[src/rtl/seg7_pkg.sv]
// Shared definitions for the seven-segment scan driver: segment bit positions,
// the per-digit storage type and the hex-to-segment table.
package seg7_pkg;

  localparam int SEG_A  = 7;
  localparam int SEG_B  = 6;
  localparam int SEG_C  = 5;
  localparam int SEG_D  = 4;
  localparam int SEG_E  = 3;
  localparam int SEG_F  = 2;
  localparam int SEG_G  = 1;
  localparam int SEG_DP = 0;

  typedef struct packed {
    logic       dp;
    logic [3:0] hex;
  } digit_t;

  // Active-high segment pattern {a,b,c,d,e,f,g,dp}; dp is always 0 here.
  function automatic logic [7:0] hex2seg(input logic [3:0] hex);
    logic [6:0] abcdefg;
    abcdefg = 7'b000_0000;
    case (hex)
      4'h0: abcdefg = 7'b111_1110;
      4'h1: abcdefg = 7'b011_0000;
      4'h2: abcdefg = 7'b110_1101;
      4'h3: abcdefg = 7'b111_1001;
      4'h4: abcdefg = 7'b011_0011;
      4'h5: abcdefg = 7'b101_1011;
      4'h6: abcdefg = 7'b101_1111;
      4'h7: abcdefg = 7'b111_0000;
      4'h8: abcdefg = 7'b111_1111;
      4'h9: abcdefg = 7'b111_1011;
      4'hA: abcdefg = 7'b111_0111;
      4'hB: abcdefg = 7'b001_1111;
      4'hC: abcdefg = 7'b100_1110;
      4'hD: abcdefg = 7'b011_1101;
      4'hE: abcdefg = 7'b100_1111;
      4'hF: abcdefg = 7'b100_0111;
    endcase
    return {abcdefg, 1'b0};
  endfunction

endpackage

[src/rtl/seg7_hex_dec.sv]
// Combinational hex + decimal-point to active-high segment decoder.
module seg7_hex_dec
  import seg7_pkg::*;
(
  input  logic [3:0] hex,
  input  logic       dp,
  output logic [7:0] seg
);

  // NOTE: every always_comb output gets a default first so no latch is inferred.
  always_comb begin
    seg         = hex2seg(hex);
    seg[SEG_DP] = dp;
  end

endmodule

[src/rtl/seg7_scan.sv]
// Multiplexed seven-segment driver: per-digit register file, slot/digit scan
// counters with a blank interval, and registered, polarity-adjusted pin outputs.
module seg7_scan
  import seg7_pkg::*;
#(
  parameter int NUM_DIGITS   = 6,
  parameter int SCAN_DIV     = 50000,
  parameter int BLANK_CYC    = 16,
  parameter int SEG_ACT_LOW  = 0,
  parameter int CTRL_ACT_LOW = 0
) (
  input  logic                          clk,
  input  logic                          rst,
  input  logic                          wr_en,
  input  logic [$clog2(NUM_DIGITS)-1:0] wr_addr,
  input  logic [4:0]                    wr_data,
  output logic [7:0]                    seg,
  output logic [NUM_DIGITS-1:0]         ctrl,
  output logic                          frame_tick
);

  localparam int AW = $clog2(NUM_DIGITS);
  localparam int CW = $clog2(SCAN_DIV);

  localparam logic [CW-1:0]         SLOT_LAST = CW'(SCAN_DIV - 1);
  localparam logic [AW-1:0]         IDX_LAST  = AW'(NUM_DIGITS - 1);
  localparam logic [AW:0]           DIG_LIM   = (AW + 1)'(NUM_DIGITS);
  localparam logic [7:0]            SEG_MASK  = (SEG_ACT_LOW != 0) ? 8'hFF : 8'h00;
  localparam logic [NUM_DIGITS-1:0] CTRL_MASK = (CTRL_ACT_LOW != 0) ? '1 : '0;

  logic [CW-1:0]         cnt;
  logic [AW-1:0]         idx;
  digit_t                regs [NUM_DIGITS];
  digit_t                cur;
  logic                  slot_end;
  logic                  in_blank;
  logic [7:0]            seg_dec;
  logic [7:0]            seg_nxt;
  logic [NUM_DIGITS-1:0] ctrl_nxt;

  assign slot_end = (cnt == SLOT_LAST);

  // NOTE: sequential state uses non-blocking assignments so every flop samples pre-edge values.
  always_ff @(posedge clk or posedge rst) begin
    if (rst) begin
      cnt <= '0;
      idx <= '0;
    end else if (slot_end) begin
      cnt <= '0;
      idx <= (idx == IDX_LAST) ? '0 : idx + 1'b1;
    end else begin
      cnt <= cnt + 1'b1;
    end
  end

  // NOTE: the register file is small and must read back as zero after reset, so it is reset like any flop.
  always_ff @(posedge clk or posedge rst) begin
    if (rst) begin
      for (int i = 0; i < NUM_DIGITS; i++) regs[i] <= '0;
    end else if (wr_en && ({1'b0, wr_addr} < DIG_LIM)) begin
      regs[wr_addr] <= digit_t'(wr_data);
    end
  end

  generate
    if (BLANK_CYC == 0) begin : g_noblank
      assign in_blank = 1'b0;
    end else begin : g_blank
      assign in_blank = (cnt < CW'(BLANK_CYC));
    end
  endgenerate

  assign cur = regs[idx];

  seg7_hex_dec u_dec (
    .hex (cur.hex),
    .dp  (cur.dp),
    .seg (seg_dec)
  );

  // Segments and select come from the same pre-edge idx, so they always switch together.
  always_comb begin
    seg_nxt  = '0;
    ctrl_nxt = '0;
    if (!in_blank) begin
      seg_nxt       = seg_dec;
      ctrl_nxt[idx] = 1'b1;
    end
  end

  always_ff @(posedge clk or posedge rst) begin
    if (rst) begin
      seg        <= SEG_MASK;
      ctrl       <= CTRL_MASK;
      frame_tick <= 1'b0;
    end else begin
      seg        <= seg_nxt ^ SEG_MASK;
      ctrl       <= ctrl_nxt ^ CTRL_MASK;
      frame_tick <= slot_end && (idx == IDX_LAST);
    end
  end

endmodule

[config.mk]
export PLATFORM = sky130hd
export DESIGN_NAME = seg7_scan
export DESIGN_NICKNAME = d
export VERILOG_FILES = /design/src/rtl/seg7_pkg.sv /design/src/rtl/seg7_hex_dec.sv /design/src/rtl/seg7_scan.sv
export SDC_FILE = /design/constraint.sdc
export NUM_CORES = 1
export LEC_CHECK = 0
export ABC_AREA = 0
export CAP_MARGIN = 20
export CORE_MARGIN = 8
export CORE_UTILIZATION = 52
export CTS_CLUSTER_SIZE = 28
export DETAILED_ROUTE_END_ITERATION = 10
export MAX_ROUTING_LAYER = met4
export PLACE_DENSITY = 0.75
export SYNTH_ARGS = -nofsm -noshare
export SYNTH_HDL_FRONTEND = slang
export SYNTH_HIERARCHICAL = 1
export SYNTH_SLANG_ARGS = --single-unit
[constraint.sdc]
create_clock -name clk -period 2.7 [get_ports clk]
set_clock_uncertainty 0.2 [all_clocks]
set_input_delay 0.405 -clock clk [delete_from_list [all_inputs] [get_ports clk]]
set_output_delay 0.405 -clock clk [all_outputs]
set_load 0.005 [all_outputs]
==> results of run 1 <==
-- final timing paths --
kind | depth (start not counted) | from | end
max | 7 | idx[1] | seg[4]
min | 3 | rst | cnt[6]
max reg2reg | 7 | idx[1] | seg[4]
min reg2reg | 1 | regs[13] | regs[13]
max in group asynchronous | 3 | rst | idx[2]
min in group clk | 1 | regs[13] | regs[13]
-- cell usage in the layout, fill, tap and decap left out, types with 3 or more instances in the layout --
cell	instances
a21oi_1	6
and2_1	8
and4_1	3
buf_4	9
clkbuf_8	11
clkdlybuf4s50_1	25
dfrtp_1	62
ha_1	7
inv_1	9
mux2_2	35
mux2_4	3
mux2i_1	10
nand2_1	8
nand3_1	4
nand4_1	5
nor2_1	22
nor2b_1	4
nor3_1	6
xnor2_1	8
xor2_1	5
-- metrics by stage --
stage	setup slack [ns]	cells	power (mW)	instance area, um^2	hold WS (ns)
final	0.191	372	2.39	3700	0.231
after detailed placement	0.0533	357	1.70	3530	0.296
after floorplan	0.112	259	1.50	3170	0.250
after global routing	0.0367	372	2.53	3700	0.252
after global placement	0.180	357	1.67	3530	0.275
after CTS	0.0494	372	2.41	3700	0.245
-- sequential cells by signal (all words and copies together) (netlist names) --
name / count
idx: 3
cnt: 16
seg: 8
ctrl: 6
regs: 30
frame_tick: 1
-- per-layer routing --
metal	vias up	global-route usage (%)
li1	983	-
met1	957	18.7
met2	44	21.5
met3	14	4.88
met4	0	7.00
met5	-	-
-- worst reg2reg max path, cell delays in order (launching register included) --
cell and delay (ns):
dfrtp_2 0.46, nor2b_1 0.28, a21oi_1 0.11, a21oi_1 0.24
inv_1 0.14, ha_1 0.32, mux4_1 0.49, and2_1 0.15
-- cell usage after synthesis, types with 2 or more instances --
library cell | count | area share, %
a211oi_1 | 2 | 0.47
a21oi_1 | 6 | 0.95
a22oi_1 | 2 | 0.47
a31oi_1 | 2 | 0.39
and2_1 | 8 | 1.6
and4_1 | 3 | 0.83
buf_2 | 5 | 0.79
buf_6 | 3 | 1.1
clkbuf_1 | 3 | 0.36
dfrtp_1 | 64 | 50
ha_1 | 8 | 3.2
inv_1 | 10 | 1.2
mux2_2 | 35 | 12
mux2_4 | 3 | 1.4
mux2i_1 | 10 | 3.2
nand2_1 | 8 | 0.95
nand2b_1 | 2 | 0.39
nand3_1 | 4 | 0.63
nand4_1 | 5 | 0.99
nand4b_1 | 2 | 0.55
nor2_1 | 22 | 2.6
nor2b_1 | 4 | 0.79
nor3_1 | 6 | 0.95
nor3_2 | 2 | 0.63
nor3b_1 | 2 | 0.47
nor3b_4 | 2 | 1.2
nor4bb_1 | 2 | 0.63
o21ai_0 | 2 | 0.32
o22ai_1 | 2 | 0.39
xnor2_1 | 8 | 2.2
xor2_1 | 5 | 1.4
-- kinds of logic (layout without fill, tap and decap cells) --
family | Yosys count | in the layout
compound gates | 22 | 22
xor+xnor | 13 | 13
fa+ha+maj | 8 | 8
buf+inv | 22 | 60
flops | 64 | 64
mux | 50 | 50
simple gates | 80 | 80
-- layout make-up --
class | instances | area (um^2)
Fill cell | 489 | 2220
Sequential cell | 64 | 1600
Multi-Input combinational cell | 173 | 1460
Timing Repair Buffer | 35 | 338
Clock buffer | 12 | 155
Tap cell | 75 | 93.8
Inverter | 10 | 37.5
Clock inverter | 3 | 17.5
-- power groups by stage --
stage | Combinational (mW) | Clock [mW] | Sequential, mW
4_1_cts | 0.513 | 0.734 | 1.17
2_1_floorplan | 0.335 | 0 | 1.17
6_report | 0.503 | 0.722 | 1.17
5_1_grt | 0.566 | 0.783 | 1.18
3_5_place_dp | 0.511 | 0 | 1.19
3_3_place_gp | 0.494 | 0 | 1.18
==> impl_metrics.py, run 1 <==
metrics = {
    "setup_path": {
        "path_cells": "nor2b_1, a21oi_1, a21oi_1, inv_1, ha_1, mux4_1, and2_1",
        "max_stage_delay_ns": 0.49,
        "critPathRequiredTime_ns": 2.73,
        "critPathBufInv": 1,
        "cp_slowest_cell": "mux4_1",
        "path_class": "reg -> reg",
        "crit_top_cell": "a21oi_1",
        "crit_fanout": 10,
        "crit_family": "multiplexers",
        "end_kind": "flop",
        "cp.arrival_ns": 2.54,
        "reg2reg_slack_ns": 0.19,
        "cp-start-kind": "flop",
    },
    "route": {
        "wl_per_cell_um": 15.6,
        "viasPerCell": 5.37,
        "dr.max_layer_used": "met4",
        "wl_met2_mm": 2.63,
        "drc": 0,
        "drtIter0Drc": 46,
        "antenna_left": 0,
        "met1Wirelength_mm": 2.78,
        "met3_length_um": 279,
        "finalWirelength_mm": 5.81,
        "vias": 1998,
        "first_pass_iters": 4,
    },
    "die": {
        "io_pins": 26,
        "core_mm2": 0.00592,
        "rows": 28,
        "die_x_um": 94.1,
        "start_util_pct": 53.6,
        "dieHeight_um": 94.1,
        "dieArea_mm2": 0.00885,
    },
    "clock_tree": {
        "max-clock-path-buffers": 2,
        "clock_sinks": 64,
        "postCtsHoldBufs": 0,
        "cts_root_buf": "clkbuf_8",
        "cts_tree": "yes",
        "cts_max_level": 3,
        "clk_pin_slew_ns": 0.07,
        "cts_resized": 0,
        "clkLatencyLatePin_ns": 0.35,
        "cts_buffers": 9,
        "postCtsSetupBuffers": 0,
    },
    "synthesis": {
        "muxShareOfSynthArea_pct": 18.5,
        "synthSimpleGateAreaFrac_pct": 16.0,
        "synth_compound_area_share_pct": 4.58,
        "avgSynthCellArea_um2": 12.2,
        "synthFlopType": "dfrtp_1",
        "synth.distinct_cells": 48,
        "synth_top_family_by_area": "multiplexers",
        "syn_area_mm2": 0.00317,
        "synth_edf_count": 0,
        "syn_nets": 278,
        "async_flop_share_pct": 100,
        "ys_warn_count": 6,
        "synth_xor_area_share_pct": 3.59,
        "yosysSeqAreaShare_pct": 50.5,
        "netlist_instances": 259,
        "ys_seq_elements": 64,
        "synthAdderAreaFrac_pct": 3.16,
    },
    "power_and_ir_drop": {
        "leakagePower_nw": 1.61,
        "power_frac_clock_pct": 30.2,
        "netSwitchingFraction_pct": 25.8,
        "seq_power_share_pct": 48.8,
        "internal-power_mw": 1.77,
        "p_per_area_mw_per_mm2": 646,
        "switchingPower_uw": 617,
        "pwr-share-comb_pct": 21.1,
        "ir_worst_vdd_mv": 0.422,
    },
    "timing": {
        "relSlewSlack_pct": 68.1,
        "rsz0062_at_grt": "false",
        "worst_pin_slew_ns": 0.476,
        "setup_viol": 0,
        "fin_crit_sh_pct": 92.9,
        "max_clock_freq_mhz": 399,
        "final-hold-violation-count": 0,
        "final.min_clock_period_ns": 2.51,
        "drv_slew": 0,
        "tns_ns": 0,
    },
    "layout": {
        "finish.utilization_pct": 62.6,
        "fin_nets": 312,
        "area.growth.synth_to_final_pct": 16.8,
        "drive_above_1_share_pct": 26.6,
        "diodes": 0,
    },
    "global_routing": {
        "grt_pass1_wl_mm": 9.98,
        "grt_overflow": 0,
        "grt_pass1_vias": 2040,
        "antenna_found_initial": 0,
        "grt_max_degree": 65,
        "grt_usage_pct": 15.0,
    },
    "outcome": {
        "status": "complete, no violations",
    },
    "flow_run": {
        "maxCapViolCount": 0,
    },
    "min_path": {
        "min_path_type": "in -> async",
    },
    "placement": {
        "portBuffers": 25,
        "hpwl_mm": 4.23,
        "gp_congestion": 0.861,
    },
}
No activity file was read; power rests on OpenSTA's default activity.
==> inputs of run 2 (changes only) <==
--- a/config.mk
+++ b/config.mk
@@ -11,6 +11,8 @@
 export CORE_UTILIZATION = 52
 export CTS_CLUSTER_SIZE = 28
 export DETAILED_ROUTE_END_ITERATION = 10
+export GPL_TIMING_DRIVEN = 0
+export HOLD_SLACK_MARGIN = 0.12
 export MAX_ROUTING_LAYER = met4
 export PLACE_DENSITY = 0.75
 export SYNTH_ARGS = -nofsm -noshare
==> run 2 against run 1 <==
- clock power is 44% higher
- final cell count increased by 1.6%
- sequential power barely moved
- utilization up 2.2 points
- critical path depth is 2 higher
- non-clock buffer count rose by 5
- total power grew 13%
- highest routed layer unchanged
==> impl_metrics.py, run 2 (synthesized netlist as in run 1, its figures left out) <==
metrics = {
    "outcome": {
        "status": "complete, no violations",
    },
    "clock_tree": {
        "clkLatencyLatePin_ns": 0.34,
        "clk_pin_slew_ns": 0.07,
        "cts_tree": "yes",
        "postCtsHoldBufs": 0,
        "clock_sinks": 64,
        "cts_buffers": 9,
        "cts_root_buf": "clkbuf_8",
        "cts_max_level": 3,
        "max-clock-path-buffers": 2,
    },
    "placement": {
        "placed_cells": 360,
        "hpwl_mm": 4.18,
        "placed_area_mm2": 0.00354,
        "portBuffers": 25,
        "gp_congestion": 0.805,
        "preCtsSetupSlack_ns": -0.331,
    },
    "layout": {
        "largestRegisters": "regs x30, cnt x16, seg x8",
        "finish.utilization_pct": 64.8,
        "drive_above_1_share_pct": 28.7,
        "largest_register_ffs": 30,
        "final_cell_mix": "dfrtp_1 (64), mux2_2 (35), clkdlybuf4s50_1 (25), nor2_1 (22), clkbuf_8 (11)",
        "finalInstanceArea_mm2": 0.00383,
        "diodes": 0,
        "final_common_cell": "dfrtp_1",
        "area.growth.synth_to_final_pct": 20.9,
        "top_register": "regs",
        "fin_nets": 317,
        "final_cell_count_no_fill": 378,
    },
    "global_routing": {
        "grt_pass1_wl_mm": 9.96,
        "grt_pass1_vias": 2010,
        "grt_usage_pct": 15.1,
        "antenna_found_initial": 0,
        "grt_overflow": 0,
        "grt_max_degree": 34,
    },
    "die": {
        "die_x_um": 94.1,
        "dieArea_mm2": 0.00885,
        "io_pins": 26,
        "core_mm2": 0.00592,
        "dieHeight_um": 94.1,
        "start_util_pct": 53.6,
        "rows": 28,
    },
    "route": {
        "wl_per_cell_um": 15.6,
        "finalWirelength_mm": 5.91,
        "first_pass_iters": 4,
        "drc": 0,
        "viasPerCell": 5.38,
        "antenna_left": 0,
        "drtIter0Drc": 55,
        "vias": 2032,
    },
    "power_and_ir_drop": {
        "internal-power_mw": 2.07,
        "switchingPower_uw": 642,
        "power_frac_clock_pct": 38.2,
        "seq_power_share_pct": 42.6,
        "power_mw": 2.71,
        "p_per_area_mw_per_mm2": 707,
        "pwr-share-comb_pct": 19.2,
        "leakagePower_nw": 1.68,
        "netSwitchingFraction_pct": 23.7,
        "ir_worst_vdd_mv": 0.450,
    },
    "setup_path": {
        "cp.arrival_ns": 2.58,
        "critPathBufInv": 3,
        "path_class": "reg -> reg",
        "max_stage_delay_ns": 0.48,
        "cp-start-kind": "flop",
        "crit_fanout": 9,
        "crit_family": "buffers and inverters",
        "cp_slowest_cell": "mux4_1",
        "end_kind": "flop",
        "path_cells": "clkbuf_4, nor2b_1, clkbuf_4, a21oi_1, a21oi_2, inv_1, ha_1, mux4_1, and2_1",
        "crit_top_cell": "clkbuf_4",
        "critPathRequiredTime_ns": 2.73,
    },
    "timing": {
        "final.min_clock_period_ns": 2.55,
        "fin_hold_ws_ns": 0.283,
        "max_clock_freq_mhz": 393,
        "drv_slew": 0,
        "setup_viol": 0,
        "worst_pin_slew_ns": 0.670,
        "worst_slack_ns": 0.155,
        "relSlewSlack_pct": 55.3,
        "fin_crit_sh_pct": 94.3,
        "tns_ns": 0,
        "final-hold-violation-count": 0,
    },
    "flow_run": {
        "maxCapViolCount": 0,
    },
    "min_path": {
        "min_path_type": "in -> async",
    },
}
[run 2: cell count changes in the layout (fill, tap and decap cells not counted), sizes merged]
cell and delta:
clkinv -1, bufinv +3, clkbuf +4
[run 2: worst paths after layout]
kind                       slack (ns)  endpoint  depth (start not counted)    from
hold / removal                   0.28   regs[6]                          2     rst
max in group asynchronous        1.41    idx[0]                          3     rst
setup reg to reg                 0.15    seg[4]                          9  idx[2]
hold reg to reg                  0.28    cnt[0]                          1  cnt[0]
setup / recovery                 0.15    seg[4]                          9  idx[2]
min in group clk                 0.28    cnt[0]                          1  cnt[0]
[run 2: layer usage]
metal  vias up  track usage [%]  share of wire (%)  wire length (um)
met5         -                -                  0                 0
met4         0             6.74                1.3                76
met1       992             19.5                 49              2890
met2        42             21.4                 45              2660
met3         6             4.32                4.8               284
li1        992                -                  -                 -
[run 2: what timing repair did]
item                                    4_1_cts  5_1_grt
gates resized for setup                       5        9
pin swaps                                     1        1
buffers inserted                              1        1
endpoints found under the setup margin        4        1
[run 2: final cells by class]
| cell class | count | area, um^2 |
|---|---|---|
| fillers | 468 | 2090 |
| flip-flops and latches | 64 | 1600 |
| multi-input cells | 173 | 1470 |
| repair buffers | 28 | 285 |
| clock buffers | 11 | 151 |
| clock inverters | 5 | 103 |
| well taps | 75 | 93.8 |
| plain buffers | 12 | 92.6 |
| inverters | 10 | 37.5 |
[run 2: worst register-to-register path, cell delays in order (launching register included)]
cell      delay (ns)
dfrtp_1         0.36
clkbuf_4        0.20
nor2b_1         0.13
clkbuf_4        0.20
a21oi_1         0.10
a21oi_2         0.17
inv_1           0.13
ha_1            0.32
mux4_1          0.48
and2_1          0.15
[run 2: power groups by stage]
stage / Clock (mW) / Sequential, mW / Combinational, mW
2_1_floorplan: 0 / 1.17 / 0.335
3_3_place_gp: 0 / 1.17 / 0.493
3_5_place_dp: 0 / 1.18 / 0.509
4_1_cts: 1.06 / 1.16 / 0.522
5_1_grt: 1.10 / 1.17 / 0.574
6_report: 1.04 / 1.16 / 0.519
